### config.mk
export PLATFORM = sky130hd
export DESIGN_NAME = hazard_scoreboard_unit
export DESIGN_NICKNAME = d
export VERILOG_FILES = /design/src/rtl/hazard_scoreboard_unit.sv
export SDC_FILE = /design/constraint.sdc
export NUM_CORES = 1
export LEC_CHECK = 0
export CAP_MARGIN = 20
export CORE_MARGIN = 4
export CORE_UTILIZATION = 51
export CTS_BUF_LIST = sky130_fd_sc_hd__clkbuf_8
export DETAILED_ROUTE_END_ITERATION = 8
export PLACE_DENSITY_LB_ADDON = 0.15
export REMOVE_ABC_BUFFERS = 1
export SLEW_MARGIN = 10
export SYNTH_ARGS = -nofsm -noshare
export SYNTH_HDL_FRONTEND = slang
export SYNTH_SLANG_ARGS = --single-unit
### constraint.sdc
create_clock -name i_clk -period 7.4 [get_ports i_clk]
set_clock_uncertainty 0.2 [all_clocks]
set_input_delay 1.48 -clock i_clk [delete_from_list [all_inputs] [get_ports i_clk]]
set_output_delay 1.48 -clock i_clk [all_outputs]
set_load 0.02 [all_outputs]
### src/rtl/hazard_scoreboard_unit.sv
// Load-use hazard detection with a multi-cycle load scoreboard, freeze/flush priority
// control and a saturating stall counter.
module hazard_scoreboard_unit #(
    parameter int NB_REG_ADDR = 5,
    parameter int MEM_LATENCY = 2,
    parameter int NB_CNT      = 16
) (
    input  logic                   i_clk,
    input  logic                   i_rst,
    input  logic                   i_id_ex_mem_read,
    input  logic [NB_REG_ADDR-1:0] i_id_ex_rd,
    input  logic [NB_REG_ADDR-1:0] i_if_id_rs1,
    input  logic [NB_REG_ADDR-1:0] i_if_id_rs2,
    input  logic                   i_rs1_used,
    input  logic                   i_rs2_used,
    input  logic                   i_flush,
    input  logic                   i_freeze,
    input  logic                   i_cnt_clear,
    output logic                   o_pc_write,
    output logic                   o_if_id_write,
    output logic                   o_control_mux,
    output logic                   o_if_id_flush,
    output logic                   o_pipe_hold,
    output logic [1:0]             o_state,
    output logic [NB_CNT-1:0]      o_stall_count
);

    // With MEM_LATENCY == 1 one dummy entry exists but is never marked valid.
    localparam int SB_N = (MEM_LATENCY > 1) ? (MEM_LATENCY - 1) : 1;

    typedef enum logic [1:0] {
        CLS_RUN    = 2'b00,
        CLS_STALL  = 2'b01,
        CLS_FREEZE = 2'b10,
        CLS_FLUSH  = 2'b11
    } cls_e;

    logic [SB_N-1:0]                  sb_valid_q, sb_valid_d;
    logic [SB_N-1:0][NB_REG_ADDR-1:0] sb_rd_q, sb_rd_d;
    cls_e                             state_q, state_d;
    logic [NB_CNT-1:0]                stall_count_q, stall_count_d;
    logic                             rs1_match;
    logic                             rs2_match;
    logic                             hazard;
    logic                             load_pushes;
    cls_e                             cycle_class;

    localparam logic [NB_CNT-1:0] CNT_MAX = {NB_CNT{1'b1}};
    localparam logic [NB_CNT-1:0] CNT_ONE = NB_CNT'(1);

    // A source conflicts with the load in ID/EX or any load still in flight.
    function automatic logic src_match(
        input logic                             used,
        input logic [NB_REG_ADDR-1:0]           src,
        input logic                             s0_valid,
        input logic [NB_REG_ADDR-1:0]           s0_rd,
        input logic [SB_N-1:0]                  v,
        input logic [SB_N-1:0][NB_REG_ADDR-1:0] rd
    );
        logic hit;
        hit = s0_valid && (s0_rd == src);
        for (int k = 0; k < SB_N; k++) begin
            hit = hit | (v[k] && (rd[k] == src));
        end
        return used && (src != '0) && hit;
    endfunction

    // Hazard detection across slot 0 and the registered scoreboard.
    always_comb begin
        rs1_match = src_match(i_rs1_used, i_if_id_rs1, i_id_ex_mem_read, i_id_ex_rd,
                              sb_valid_q, sb_rd_q);
        rs2_match = src_match(i_rs2_used, i_if_id_rs2, i_id_ex_mem_read, i_id_ex_rd,
                              sb_valid_q, sb_rd_q);
        hazard    = rs1_match | rs2_match;
    end

    // Cycle classification; reset is handled separately at the outputs and flops.
    always_comb begin
        cycle_class = CLS_RUN;
        if (i_freeze) begin
            cycle_class = CLS_FREEZE;
        end else if (i_flush) begin
            cycle_class = CLS_FLUSH;
        end else if (hazard) begin
            cycle_class = CLS_STALL;
        end else begin
            cycle_class = CLS_RUN;
        end
    end

    // Pipeline control outputs, combinational within the cycle.
    always_comb begin
        o_pc_write    = 1'b1;
        o_if_id_write = 1'b1;
        o_control_mux = 1'b0;
        o_if_id_flush = 1'b0;
        o_pipe_hold   = 1'b0;
        if (i_rst) begin
            o_pc_write    = 1'b0;
            o_if_id_write = 1'b0;
            o_control_mux = 1'b1;
        end else begin
            case (cycle_class)
                CLS_FREEZE: begin
                    o_pc_write    = 1'b0;
                    o_if_id_write = 1'b0;
                    o_pipe_hold   = 1'b1;
                end
                CLS_FLUSH: begin
                    o_control_mux = 1'b1;
                    o_if_id_flush = 1'b1;
                end
                CLS_STALL: begin
                    o_pc_write    = 1'b0;
                    o_if_id_write = 1'b0;
                    o_control_mux = 1'b1;
                end
                default: begin
                    o_pc_write    = 1'b1;
                    o_if_id_write = 1'b1;
                end
            endcase
        end
    end

    // Scoreboard shift; a flush does not clear in-flight loads.
    always_comb begin
        load_pushes = (MEM_LATENCY > 1) && i_id_ex_mem_read && (i_id_ex_rd != '0);
        sb_valid_d  = sb_valid_q;
        sb_rd_d     = sb_rd_q;
        if (!i_freeze) begin
            for (int k = SB_N - 1; k > 0; k--) begin
                sb_valid_d[k] = sb_valid_q[k-1];
                sb_rd_d[k]    = sb_rd_q[k-1];
            end
            sb_valid_d[0] = load_pushes;
            sb_rd_d[0]    = i_id_ex_rd;
        end else begin
            sb_valid_d = sb_valid_q;
            sb_rd_d    = sb_rd_q;
        end
    end

    // Class register and saturating stall counter; clear beats increment.
    always_comb begin
        state_d       = cycle_class;
        stall_count_d = stall_count_q;
        if (i_cnt_clear) begin
            stall_count_d = '0;
        end else if ((cycle_class == CLS_STALL) && (stall_count_q != CNT_MAX)) begin
            stall_count_d = stall_count_q + CNT_ONE;
        end else begin
            stall_count_d = stall_count_q;
        end
    end

    // State registers with synchronous reset.
    always_ff @(posedge i_clk) begin
        if (i_rst) begin
            sb_valid_q    <= '0;
            sb_rd_q       <= '0;
            state_q       <= CLS_RUN;
            stall_count_q <= '0;
        end else begin
            sb_valid_q    <= sb_valid_d;
            sb_rd_q       <= sb_rd_d;
            state_q       <= state_d;
            stall_count_q <= stall_count_d;
        end
    end

    assign o_state       = state_q;
    assign o_stall_count = stall_count_q;

endmodule

# Word level (Yosys, flattened, before mapping)
# Cells that the tools add are included.
[classes]
n_addsub = 1
n_eq_ne = 8
mux = 11
bitwise = 3
n_reduce_logical = 16
[op_table]
columns = ["cell", "count"]
rows = [
  ["equality test 5 bit", 4],
  ["adder 16 x 1 -> 16 bit, second input constant", 1],
  ["!= test 16 bit, second input constant", 1],
  ["nonzero test 5 bit", 3],
  ["logical AND 1 bit", 10],
  ["two-way mux 1 bit", 9],
  ["OR reduction 2 bit", 3],
  ["equality test 2 bit, second input constant", 2],
  ["two-way mux 2 bit", 2],
  ["OR 1 bit", 3],
  ["equality test 2 x 1 -> 1 bit, second input constant", 1],
]
[totals]
ff_bits = 24
in_bits = 23
out_inout_bits = 23
word_cells = 43

# Depth between registers and ports, before layout
[depth]
word_depth = 12
ltp_mapped = 10
ltp_nobuf = 10

# Worst setup path after synthesis
# Ideal clock, no wire load.
[synth_timing]
path_type = "in2out"
from = "in i_if_id_rs1[0]"
to = "out o_pc_write"
arrival_time_ns = 3.358
required_time_ns = 5.720
path_slack_ns = 2.362
cell_stages = 7
cell_sequence = "or4_1 > o21a_1 > nor2b_1 > a221oi_2 > ha_1 > nor2b_1 > buf_4"
[synth_via]
elab_chain_len = 12
[synth_rtl]
columns = ["element", "line", "source"]
rows = [
  ["start: declaration", "12", "input logic [NB_REG_ADDR-1:0] i_if_id_rs1,"],
  ["equality test 5 bit, on equally long branches", "61, 63", ""],
  ["logical AND 1 bit, on equally long branches", "61, 63", ""],
  ["OR 1 bit", "63", "hit = hit | (v[k] && (rd[k] == src));"],
  ["logical AND 1 bit *", "65", "return used && (src != '0) && hit;"],
  ["OR 1 bit *", "74", "hazard = rs1_match | rs2_match;"],
  ["two-way mux 1 bit *", "84", "end else if (hazard) begin"],
  ["two-way mux 2 bit *", "82", "end else if (i_flush) begin"],
  ["two-way mux 2 bit *", "80", "if (i_freeze) begin"],
  ["equality test 2 x 1 -> 1 bit or equality test 2 bit (tied branches)", "-", ""],
  ["OR reduction 2 bit (no source line) *", "-", ""],
  ["two-way mux 1 bit * (2 in series)", "-", ""],
  ["end: declaration", "19", "output logic o_pc_write,"],
]
# Mark *: on every way between the ends. The rest lies on a longest branch, timed or not.

# Final worst setup path
[layout_timing]
from = "in i_if_id_rs1[0]"
to = "out o_pc_write"
[layout_via]
elab_chain_len = 12
[layout_rtl]
columns = ["element", "line", "source"]
rows = [
  ["equality test 5 bit, on equally long branches", "61, 63", ""],
  ["logical AND 1 bit, on equally long branches", "61, 63", ""],
  ["OR 1 bit", "63", ""],
  ["logical AND 1 bit *", "65", ""],
  ["OR 1 bit *", "74", ""],
  ["two-way mux 1 bit *", "84", ""],
  ["two-way mux 2 bit *", "82", ""],
  ["two-way mux 2 bit *", "80", ""],
  ["equality test 2 x 1 -> 1 bit or equality test 2 bit (tied branches)", "103", "case (cycle_class)"],
  ["OR reduction 2 bit (no source line) *", "-", ""],
  ["two-way mux 1 bit *", "103", ""],
  ["two-way mux 1 bit *", "98", "if (i_rst) begin"],
]
# Marked as above.

==> reports/qor.txt <==
Crit-path cells: clkdlybuf4s50_1 > or4_1 > o21a_1 > nor2b_1 > a221oi_2 > ha_1 > nor2b_1 > clkdlybuf4s50_1
Global routing usage on met2: 0.353
Fin nets: 236
H-tree Lvls: 1
Utilization after layout: 0.708
GP Congestion: 0.892
ANT nets after route: 0
Clock sink count: 24
Part of the cycle the worst path needs: 0.791
Slew Viols, Final: 0
Clk slew on worst S/H paths: 0.08 ns
DRC: 0
Total I/O pin count: 46
Cell with the most instances after synthesis: nor2_1
Path depth of the worst reg2reg path: 10
Root Driver: clkbuf_8
Yosys reg bits: 24
Distinct cells, synth: 40
Total setup buffers inserted after CTS: 0
CP top delay family: buffers and inverters
Status: complete, no violations
Seq. cell area: 480 µm²
Layout cells sized above 1: 0.0670
Die width: 61.2 µm
Multi-input logic area: 901 µm²
Max VDD drop: 0.142 mV
Crit Path Class: in -> out
Crit Path Max Fanout: 3
Vias: 1324
Initial antenna violation count: 0
CTS buffer count: 3
Req. time, crit path: 5.72 ns
TritonCTS clock tree: done
Area share of the largest cell type after synthesis: 0.333
First-pass GRT wire length: 5350 µm
Fillers: 225
FFs w/ async S/R, synth: 0
Slowest stage delay, CP: 0.57 ns
# setup viols final: 0
Initial DRC Count: 75
Die footprint: 0.00374 mm²
Crit path time final: 5.85 ns
Worst r2r src: sb_rd_q[2]$_SDFFE_PP0N_
GR Util met3: 0.0440
Worst setup endpoint: o_pc_write
Final HPWL DP: 2750 µm
Resize count post-CTS: 0
IO Port Bufs: 45
Top cells by area, synth: dfxtp_1 (33%), xnor2_1 (13%), nor2_1 (6.5%), xor2_1 (5.5%), mux2i_1 (4.2%)
Hold Path Class: reg -> reg
Num rows: 19
Post-CTS Hold Buffers: 0
GRT Overall Usage: 0.190
Crit path depth: 8
CP Capture Type: primary output
Synth cell count leaders: nor2_1 (25), dfxtp_1 (24), xnor2_1 (22)
Post-synthesis average cell area: 8.68 µm²
Clk_lat worst skew: 0.26 ns
Layout area overhead: 34.4%
Max_cap viols: 0
Maximum clock path buffer count: 2
GRT busiest layer: met2
Kind of launch point of the worst setup path: input pin
TNS Setup: 0 ns
N_diodes: 0
Synthesis Warnings: 0
R2r setup slk: 4.88 ns
Avg Vias per Cell: 5.52
Worst slew pin tran: 0.566 ns
Pwr Density: 140 mW/mm²
Grt ovf: 0
Vias in the first global route: 1276
EDFF count, synth: 0
Leakage: 0.000685 µW
Drt first pass iters: 4
Core Footprint: 0.00273 mm²
DRT Wirelength: 3330 µm
Hold WS: 0.335 ns
Die Y: 61.2 µm
RR Endpoint: o_stall_count[14]$_SDFFE_PP0P_
Largest net degree at the start of global routing: 17
Slowest-stage cell, CP: clkdlybuf4s50_1
Mapped Area: 0.00144 mm²
Seq/Total Area, Yosys: 0.333
Max-slew headroom: 0.621
Met1 Track Usage GR: 0.209
Most used flip-flop cell after synthesis: dfxtp_1
Starting Density: 0.527
Max Freq: 171 MHz
Critical path origin: i_if_id_rs1[0]
Synth area leader: dfxtp_1
WP buf/inv: 2
RSZ-0062 raised after global routing: false
Final hold viol count: 0
Cells after synthesis: 166
Hold_sp: o_stall_count[4]$_SDFFE_PP0P_
Avg WL per Cell: 13.9 µm
Crit path DAT: 4.17 ns
[metal layers]
layer,up-vias,wire [µm]
met4,0,36
met3,4,128
li1,666,-
met2,34,1720
met5,-,0
met1,620,1450
[worst min path at each step]
stage	endpoint	slack (ns)	cells after the start
after global routing	o_stall_count[1]$_SDFFE_PP0P_	0.38	2
after global placement	o_stall_count[4]$_SDFFE_PP0P_	0.30	2
after detailed placement	sb_valid_q$_SDFFE_PP0N_	0.32	2
after floorplan	sb_valid_q$_SDFFE_PP0N_	0.28	2
final	o_stall_count[4]$_SDFFE_PP0P_	0.33	2
after CTS	o_stall_count[4]$_SDFFE_PP0P_	0.34	2
[cells in the final DEF (no fill, tap or decap), types with 3 or more instances in the layout]
master / synthesis / layout
nand2_1: 9 / 9
xnor2_1: 22 / 22
nor2b_1: 6 / 6
or4_1: 3 / 3
and3_1: 3 / 3
clkbuf_8: 0 / 4
nand4_1: 8 / 8
a21oi_1: 3 / 3
ha_1: 3 / 3
nor2_1: 25 / 25
mux2i_1: 6 / 6
nor3_1: 6 / 6
xor2_1: 9 / 9
inv_1: 3 / 3
dfxtp_1: 24 / 24
clkdlybuf4s50_1: 0 / 45
nand3_1: 4 / 4
[where the power goes]
part	leakage [µW]	internal, µW	switching, µW	total (µW)
Clock	0.0000288	47.4	40.2	87.7
Sequential	0.000195	132	2.50	134
Combinational	0.000461	27.3	21.8	49.1
[tightest hold or removal path, stage by stage, from the launching register on]
cell	delay (ns)
dfxtp_1	0.34
o21ai_1	0.09
a21oi_1	0.06
[cell type report]
type,count,area share
multi-input combinational,133,0.465
timing repair buffer,45,0.233
clock buffer,4,0.0284
tap,31,0.0200
inverter,3,0.00581
sequential,24,0.248
[cell families after synthesis]
kind of cell / share of synthesized area
buf+inv: 0.0417
compound gates: 0.0885
flops: 0.333
mux: 0.0417
simple gates: 0.280
xor+xnor: 0.188
fa+ha+maj: 0.0260
[state kept, by name (all words and copies together), names as in the netlist]
signal	count
o_stall_count	16
sb_rd_q	5
sb_valid_q	1
o_state	2
[stage by stage]
| step | power, µW | cells | setup slack [ns] | cell area, µm² |
|---|---|---|---|---|
| 2_1_floorplan | 160 | 160 | 2.36 | 1390 |
| 3_3_place_gp | 185 | 236 | 1.60 | 1880 |
| 3_5_place_dp | 187 | 236 | 1.54 | 1880 |
| 4_1_cts | 273 | 240 | 1.54 | 1940 |
| 5_1_grt | 283 | 240 | 1.40 | 1940 |
| 6_report | 271 | 240 | 1.55 | 1940 |
Power figures use the tool's default switching activity.
